### src/rtl/ble_uart_command_enc_tx.sv
// BLE UART command frame encoder: latches a command on start, then streams
// opcode, address, length, payload and an XOR checksum over valid/ready.
module ble_uart_command_enc_tx (
  input  logic        clk,
  input  logic        reset,
  input  logic        start,
  input  logic [15:0] cmd_select,
  input  logic        encrypt_enable,
  input  logic [47:0] target_addr,
  input  logic [15:0] yaw_data,
  output logic [7:0]  tx_data,
  output logic        tx_valid,
  input  logic        tx_ready,
  output logic        done,
  output logic        error
);

  localparam logic [7:0]  OPC_ENC     = 8'h01;
  localparam logic [7:0]  OPC_YAW_REQ = 8'h03;
  localparam logic [7:0]  OPC_YAW_RSP = 8'h04;
  localparam logic [47:0] BCAST_ADDR  = 48'hFFFF_FFFF_FFFF;

  typedef enum logic [1:0] {
    IDLE = 2'd0,
    SEND = 2'd1,
    CSUM = 2'd2
  } state_t;

  state_t          state_q, state_d;
  logic [9:0][7:0] frame_q, frame_d;   // header + payload, byte i = frame[i]
  logic [3:0]      last_idx_q, last_idx_d;
  logic [3:0]      idx_q;
  logic [7:0]      csum_q;
  logic [7:0]      cur_byte;
  logic            legal;
  logic            accept;
  logic            handshake;

  // Frame image for the selected command; checksum is accumulated on the fly.
  // NOTE: every always_comb output gets a default first so no path infers a latch.
  always_comb begin
    legal      = 1'b1;
    frame_d    = '0;
    last_idx_d = 4'd7;
    case (cmd_select)
      16'd1: begin
        frame_d    = {8'h00, 7'b0, encrypt_enable, 8'd1, BCAST_ADDR, OPC_ENC};
        last_idx_d = 4'd8;
      end
      16'd2: begin
        frame_d    = {16'h0000, 8'd0, target_addr, OPC_YAW_REQ};
        last_idx_d = 4'd7;
      end
      16'd3: begin
        frame_d    = {yaw_data, 8'd2, target_addr, OPC_YAW_RSP};
        last_idx_d = 4'd9;
      end
      default: legal = 1'b0;
    endcase
  end

  assign accept    = (state_q == IDLE) && start && legal;
  assign cur_byte  = frame_q[idx_q];
  assign tx_valid  = (state_q != IDLE);
  assign done      = (state_q == IDLE);
  assign handshake = tx_valid && tx_ready;

  always_comb begin
    tx_data = 8'h00;
    case (state_q)
      SEND:    tx_data = cur_byte;
      CSUM:    tx_data = csum_q;
      default: tx_data = 8'h00;
    endcase
  end

  always_comb begin
    state_d = state_q;
    case (state_q)
      IDLE: if (accept) state_d = SEND;
      SEND: if (handshake && (idx_q == last_idx_q)) state_d = CSUM;
      CSUM: if (handshake) state_d = IDLE;
      default: state_d = IDLE;
    endcase
  end

  // NOTE: sequential state uses non-blocking assignments so every register
  // samples the pre-edge values, independent of statement order.
  always_ff @(posedge clk) begin
    if (!reset) begin
      state_q <= IDLE;
      idx_q   <= '0;
      csum_q  <= '0;
      error   <= 1'b0;
    end else begin
      state_q <= state_d;
      case (state_q)
        IDLE: begin
          if (start) begin
            error <= !legal;
            if (legal) begin
              idx_q  <= '0;
              csum_q <= '0;
            end
          end
        end
        SEND: begin
          if (handshake) begin
            idx_q  <= idx_q + 4'd1;
            csum_q <= csum_q ^ cur_byte;
          end
        end
        default: ;
      endcase
    end
  end

  // NOTE: the frame image carries no reset; it is only observed outside IDLE,
  // and every entry into SEND reloads it first.
  always_ff @(posedge clk) begin
    if (accept) begin
      frame_q    <= frame_d;
      last_idx_q <= last_idx_d;
    end
  end

endmodule

### config.mk
export PLATFORM = sky130hd
export DESIGN_NAME = ble_uart_command_enc_tx
export DESIGN_NICKNAME = d
export VERILOG_FILES = /design/src/rtl/ble_uart_command_enc_tx.sv
export SDC_FILE = /design/constraint.sdc
export NUM_CORES = 1
export LEC_CHECK = 0
export CELL_PAD_IN_SITES_DETAIL_PLACEMENT = 0
export CELL_PAD_IN_SITES_GLOBAL_PLACEMENT = 2
export CORE_MARGIN = 1
export CORE_UTILIZATION = 36
export DETAILED_ROUTE_END_ITERATION = 10
export PLACE_DENSITY_LB_ADDON = 0.25
export SYNTH_ARGS = -nofsm -noshare
export SYNTH_HDL_FRONTEND = slang
export SYNTH_SLANG_ARGS = --single-unit
### constraint.sdc
create_clock -name clk -period 6.1 [get_ports clk]
set_input_delay 1.525 -clock clk [delete_from_list [all_inputs] [get_ports clk]]
set_output_delay 1.525 -clock clk [all_outputs]
set_load 0.02 [all_outputs]
---- After elaboration in Yosys (flattened, before gate mapping) ----
Cells that the tools add are included.
word-level totals
  register bits after elaboration ......... 99
  input port bits ......................... 85
  output and inout bits ................... 11
  logic and storage cells ................. 60
cells by class
  $add $sub $neg .......................... 1
  magnitude comparators ................... 1
  equality and inequality tests ........... 12
  muxes and demuxes ....................... 18
  bitwise logic cells ..................... 1
  reduce and logical (&&, ||, !) cells .... 12
operators by type and width
  operator             number
  $pmux 80 s3          1
  $bmux 8 s4           1
  $eq 16x2->1 const B  2
  $mux 8               4
  $pmux 8 s2           2
  $eq 16x1->1 const B  1
  $pmux 4 s2           2
  $mux 4               3
  $ne 2x2->1 const B   4
  $xor 8x8->8          1
  $mux 2               3
  $pmux 2 s3           1
  $lt 4x5->1 const B   1
  $add 4x1->4 const B  1
  $eq 4x4->1           1
  $logic_and 1x1->1    4
  $ne 2x1->1 const B   2
  $reduce_and 4->1     1
  $reduce_bool 2->1    2
  $reduce_and 3->1     1
  $reduce_or 3->1      1
  $eq 2x1->1 const B   1
  $eq 2x2->1 const B   1
  $logic_not 2->1      1
  3 further kinds      3

---- Depth between registers and ports, before layout ----
Gate-level depths: netlist of the first run.
  word-level depth ........................ 6
  mapped depth ............................ 8
  gate-level depth less buffers ........... 7

---- Worst setup path before layout of the first run ----
OpenSTA, ideal clock, no wires.
  path type ............................... in2reg
  start point ............................. input cmd_select[14]
  end point ............................... register frame_q[0] in the netlist's numbering, enable pin
  setup time .............................. 0.438 ns
  data arrival time ....................... 3.825 ns
  data required time ...................... 5.662 ns
  setup slack ............................. 1.837 ns
  stages on the path ...................... 4
  buffers on the path ..................... 1
  cells stage by stage .................... nor4_1 -> and4_1 -> buf_2 -> and3_1
on the way
  longest elaborated chain between the ends .. 4
  elaborated cells between the ends (all ways) .. 6
  classes of those cells .................. eq/ne: 3; mux: 1; reduce/logical: 2
RTL lines
  what                                               line  RTL
  start: declaration                                 7     input logic [15:0] cmd_select,
  $eq 16x2->1 / $eq 16x1->1 (equally long branches)  45    case (cmd_select)
  $reduce_or 3->1 (no source line) (*)               -
  $mux 1 (*)                                         45
  $logic_and 1x1->1 (*)                              62    assign accept = (state_q == IDLE) && start && legal;
  net accept                                         36    logic accept;
  end signal: assignment                             122   frame_q <= frame_d;
  end: declaration                                   30    logic [9:0][7:0] frame_q, frame_d;
Mark *: on every way through the listed nets, which the timed path passes. The rest lies on a longest branch.
A chain may end at the register's enable or synchronous reset.

---- Final worst setup path of the first run ----
  start point ............................. register idx_q[1]
  end point ............................... output tx_data[0]
on the way
  longest elaborated chain between the ends .. 3
RTL lines
  what                          line  RTL
  start: declaration            32    logic [3:0] idx_q;
  start signal: assignment      109   idx_q <= idx_q + 4'd1;
  $bmux 8 s4                    63    assign cur_byte = frame_q[idx_q];
  $mux 8 (not written as such)  63
  $pmux 8 s2                    70    case (state_q)
  end: declaration              11    output logic [7:0] tx_data,
Every way passes these cells. The select of a mux whose other input is x is not followed.

==> results of run 1 <==
==> path summary, 6_finish.rpt <==
path                            startpoint    endpoint  slack, ns  cells after the start
worst min register to register  state_q[1]  state_q[1]       0.49                      2
worst min-delay path            state_q[1]  state_q[1]       0.49                      2
worst max register to register    idx_q[1]   csum_q[0]       3.63                      4
worst max-delay path              idx_q[1]  tx_data[0]       1.30                      5
==> power groups by stage <==
stage | registers (mW) | logic [mW] | clock network, mW
finish | 0.627 | 0.0625 | 0.514
floorplan | 0.640 | 0.00443 | 0
global placement | 0.640 | 0.0626 | 0
detailed placement | 0.640 | 0.0627 | 0
global route | 0.626 | 0.0670 | 0.549
CTS | 0.627 | 0.0631 | 0.525
==> worst min-delay path, stage by stage, from the launching register on <==
cell and delay [ns]:
dfxtp_1 0.33, nand2_1 0.06, mux2i_1 0.05
==> per-layer routing <==
metal	up-vias	GRT usage, %	share of wire [%]
li1	1476	-	-
met1	1422	22.8	46
met2	81	26.0	48
met3	6	3.76	5.0
met4	0	4.27	0.93
met5	-	0	0
==> kinds of logic after synthesis <==
group | count (synthesis) | share of synthesized area, %
compound gates | 94 | 16.0
mux | 30 | 8.91
buf+inv | 42 | 5.38
xor+xnor | 10 | 2.01
simple gates | 84 | 10.6
fa+ha+maj | 4 | 1.15
flops | 86 | 55.9
==> cell type report <==
cell class                 count  area, um2
clock buffer                   9        225
clock inverter                 7       57.6
fill                        1067       6000
inverter                      14       52.6
multi-input combinational    222       1690
sequential                    86       2430
tap                          143        179
timing repair buffer          98        973
==> cells in the mapped netlist (3+ instances only) <==
master    instances  area, um2
o21ai_0           9       45.0
buf_2            14       70.1
o21a_1           48        360
nor2b_1           4       25.0
nand2_1          13       48.8
clkbuf_1          3       11.3
dfxtp_1          15        300
nand3_1           7       35.0
nor2_1           14       52.6
xor2_1            8       70.1
inv_1            14       52.6
and2_1           18        113
edfxtp_1         71       2130
mux4_1            4        105
nor4_1            3       18.8
mux2i_1          17        170
a221o_1           5       50.1
buf_4             3       22.5
ha_1              4       50.1
mux2_2            8       90.1
buf_6             4       45.0
o221ai_1          5       43.8
nand4_1          11       68.8
a21boi_0          5       37.5
a21oi_1           6       30.0
==> flip-flops by register name, summed over array words and instances, names as in the netlist <==
name	cells
error	1
last_idx_q	3
frame_q	68
state_q	2
idx_q	4
csum_q	8
==> cells in the final DEF, fill, tap and decap left out, types with 5 or more instances in the layout <==
master            n
a21boi_0          5
nand4_1          11
o221ai_1          5
xor2_1            8
o21ai_0           9
nand3_1           7
inv_1            14
edfxtp_1         71
dfxtp_1          15
clkbuf_16         9
mux2_2            8
mux2i_1          17
o21a_1           48
a221o_1           5
nor2_1           14
and2_1           18
clkdlybuf4s50_1  95
nand2_1          13
a21oi_1           6
==> impl_metrics.toml, run 1 <==
[yosys]
syn-cell-area_um2 = 4350
synthFlopType = "edfxtp_1"
synth_edf_count = 71
ys_types = 53
yosysWarnings = 0
yosys_register_bits = 86
avgSynthCellArea_um2 = 12.4
synthesis.nets = 439
synth_cells = 350
synthArstFlopShare_pct = 0
seq_area_frac_synth_pct = 55.9

[cts]
hold_buffers = 0
clk_pin_slew_ns = 0.06
clk_latency_ns = 0.34
tritoncts = "built"
ctsResizeCount = 0
cts_buffers = 9
root_buffer = "clkbuf_16"
clock_sinks = 86
htree_levels = 3
post_cts_buffers = 0
cts_buffer_depth = 2

[pwr]
powerDensity_nw_per_um2 = 214
sw_frac_of_total_pct = 20.6
internal_power_mw = 0.956
p_seq_share_pct = 52.1
vdd_ir_drop_max_mv = 0.140
power_mw = 1.20
clockPowerShare_pct = 42.7
p_comb_share_pct = 5.2
p_switching_mw = 0.248
leakage_nw = 2.00

[sta]
fin_ws_ns = 1.30
tns_ns = 0
hold_viol = 0
tightest_slew_ns = 1.19
setup_viol_count_final = 0
fin_skew_ns = 0.00707
drv_slew = 0
slew_headroom_pct = 20.4
hold_slack_ns = 0.490
period_share_pct = 78.7
clock.fmax_mhz = 208
rsz0062_at_grt = "no"
period_minus_slack_ns = 4.80

[global_routing]
grt_max_degree = 51
track_usage_pct = 16.4
grt_pass1_vias = 3059
antenna_found_initial = 0
grt_overflow = 0
grt_pass1_wl_um = 15800

[drt]
drtIter0Drc = 172
vias = 2985
ant_nets = 0
routed_wirelength_um = 9570
dr.pass1.iters = 7
routedWlPerCell_um = 16.5
viasPerCell = 5.16
drc = 2

[floorplan]
die_w_um = 112
die-area_um2 = 12500
start_util_pct = 37.5
coreArea_um2 = 11600
die_h_um = 112
io_pins = 96
std_cell_rows = 39

[placement]
dp.cells = 563
numPortBuffers = 95
dp_slack_ns = 1.65
place_congestion = 0.739
dpl_cell_area_um2 = 5330
dp_hpwl_um = 6860

[status]
violations = "design-rule violations"
status = "finished with violations"

[worst_setup_path]
cp_num_buf_inv = 1
worst_path_largest_cell_delay_ns = 1.11
cpMaxStageDelayCell = "dfxtp_1"
cp-start-kind = "flip-flop"
crit_chain = "mux4_1 > mux2_2 > o2111ai_1 > nand2_1 > clkdlybuf4s50_1"
cp_max_fo = 26
critical_path_required_ns = 4.58
crit_family = "flip-flops"
critPathArrivalTime_ns = 3.28
critPathKind = "flip-flop to primary output"
worstSetupEndpointType = "primary output"

[final_layout]
utilization_pct = 48.3
diodes = 0
area_growth_pct = 29.0
instances_no_fill = 579
fin_area_um2 = 5610
final_layout_size_suffix_gt1_share_pct = 8.72
fin_nets = 520

[run]
max_cap_violations = 0

[min_path]
min_path_type = "flip-flop to flip-flop"
Note: power is estimated with default switching activity, not from simulation.
==> inputs of run 2 (changes only) <==
Settings changed: CORE_UTILIZATION 36 to 30.
Clock period 6.1 ns to 4.32 ns, I/O delays scaled along.
==> run 2 against run 1 <==
The run now ends clean; first-iteration DRC count decreased by 29%; largest cell class unchanged; setup slack got worse by 1.0 ns; sequential cell count unchanged; critical path depth unchanged; routed wire length increased by 6.0%; total power grew 46%; sequential share of layout area shrank 1.1 points; cell count up 7.6%; clock skew rose by 0.0013 ns; hold slack worse by 0.0026 ns; sequential power rose by 41%.
==> impl_metrics.toml, run 2 (synthesis results as in run 1) <==
[floorplan]
coreArea_um2 = 14000
io_pins = 96
die-area_um2 = 15000
die_w_um = 122
die_h_um = 122
std_cell_rows = 43
start_util_pct = 31.0

[pwr]
powerDensity_nw_per_um2 = 306
leakage_nw = 2.06
power_mw = 1.76
vdd_ir_drop_max_mv = 0.208

[cts]
clk_pin_slew_ns = 0.07
post_cts_buffers = 0
tritoncts = "built"
htree_levels = 3
cts_buffers = 9
root_buffer = "clkbuf_16"
clock_sinks = 86
cts_buffer_depth = 2
hold_buffers = 0
ctsResizeCount = 0
clk_latency_ns = 0.34

[drt]
ant_nets = 0
routed_wirelength_um = 10100
drtIter0Drc = 122
routedWlPerCell_um = 16.3
dr.pass1.iters = 4
viasPerCell = 4.85
vias = 3021
drc = 0

[global_routing]
grt_pass1_wl_um = 15800
track_usage_pct = 14.4
antenna_found_initial = 0
grt_max_degree = 51
grt_overflow = 0
grt_pass1_vias = 3003

[worst_setup_path]
worstSetupEndpointType = "primary output"
cp_max_fo = 15
critical_path_required_ns = 3.24
cp-start-kind = "flip-flop"
critPathArrivalTime_ns = 2.97
critPathKind = "flip-flop to primary output"

[sta]
tightest_slew_ns = 0.797
rsz0062_at_grt = "no"
fin_ws_ns = 0.271
tns_ns = 0
clock.fmax_mhz = 247
period_minus_slack_ns = 4.05
period_share_pct = 93.7
drv_slew = 0
setup_viol_count_final = 0
hold_viol = 0
fin_skew_ns = 0.00837
slew_headroom_pct = 46.7

[status]
status = "complete, no violations"

[placement]
numPortBuffers = 95
dp_hpwl_um = 7520
place_congestion = 0.759
dp_slack_ns = 0.650
dpl_cell_area_um2 = 5450

[final_layout]
final_layout_size_suffix_gt1_share_pct = 9.93
nFillCells = 1336
utilization_pct = 41.0
diodes = 0
mostFrequentLayoutCell = "clkdlybuf4s50_1"
largest_register_ff_count = 68
largest-register = "frame_q"
fin_area_um2 = 5760
final_cell_mix = "clkdlybuf4s50_1, edfxtp_1, o21a_1, and2_1, mux2i_1"
fin_nets = 527
top_regs = "frame_q x68, csum_q x8, idx_q x4"
area_growth_pct = 32.3

[min_path]
min_path_type = "flip-flop to flip-flop"

[run]
max_cap_violations = 0
[run 2: cell count changes in the layout (fill, tap and decap cells not counted)]
cell and delta:
buf_12 +2, clkinv_1 +1, buf_4 +5, inv_8 +1
bufinv_16 +1, clkinvlp_4 -3
[run 2: per-stage QoR]
stage | hold WS (ns) | std cells
global route | 0.509 | 623
floorplan | 0.451 | 350
detailed placement | 0.484 | 607
CTS | 0.493 | 623
global placement | 0.469 | 607
finish | 0.487 | 623
[run 2: power breakdown]
part | switching (mW) | internal [mW] | total (mW)
Clock | 0.330 | 0.456 | 0.786
Sequential | 0.000392 | 0.885 | 0.885
Combinational | 0.0193 | 0.0695 | 0.0888
[run 2: area by class of cell]
cell class              count  area (um2)  area share, %
well taps                 180         225           3.91
clock buffers               9         225           3.91
flip-flops and latches     86        2430           42.2
inverters                  14        52.6          0.913
repair buffers            105        1050           18.3
multi-input cells         222        1690           29.4
clock inverters             7        80.1           1.39
[run 2: final timing paths]
kind,endpoint,cells after the start,slack (ns),start
worst max-delay path,tx_data[1],5,0.27,idx_q[1]
worst min-delay path,state_q[1],2,0.49,state_q[1]
worst max register to register,csum_q[1],6,2.04,state_q[1]
worst min register to register,state_q[1],2,0.49,state_q[1]
[run 2: layer usage]
metal / vias to the layer above / GRT usage, % / part of all wire [%]
li1: 1488 / - / -
met1: 1456 / 19.0 / 47
met2: 63 / 22.8 / 48
met3: 14 / 2.51 / 3.0
met4: 0 / 6.71 / 1.8
met5: - / 0 / 0
[run 2: worst max-delay path, cell delays in order, from the launching register on]
cell and delay [ns]:
dfxtp_1 0.80, mux4_1 0.69, mux2_2 0.29, o2111ai_1 0.18, nand2_1 0.12, clkdlybuf4s50_1 0.56
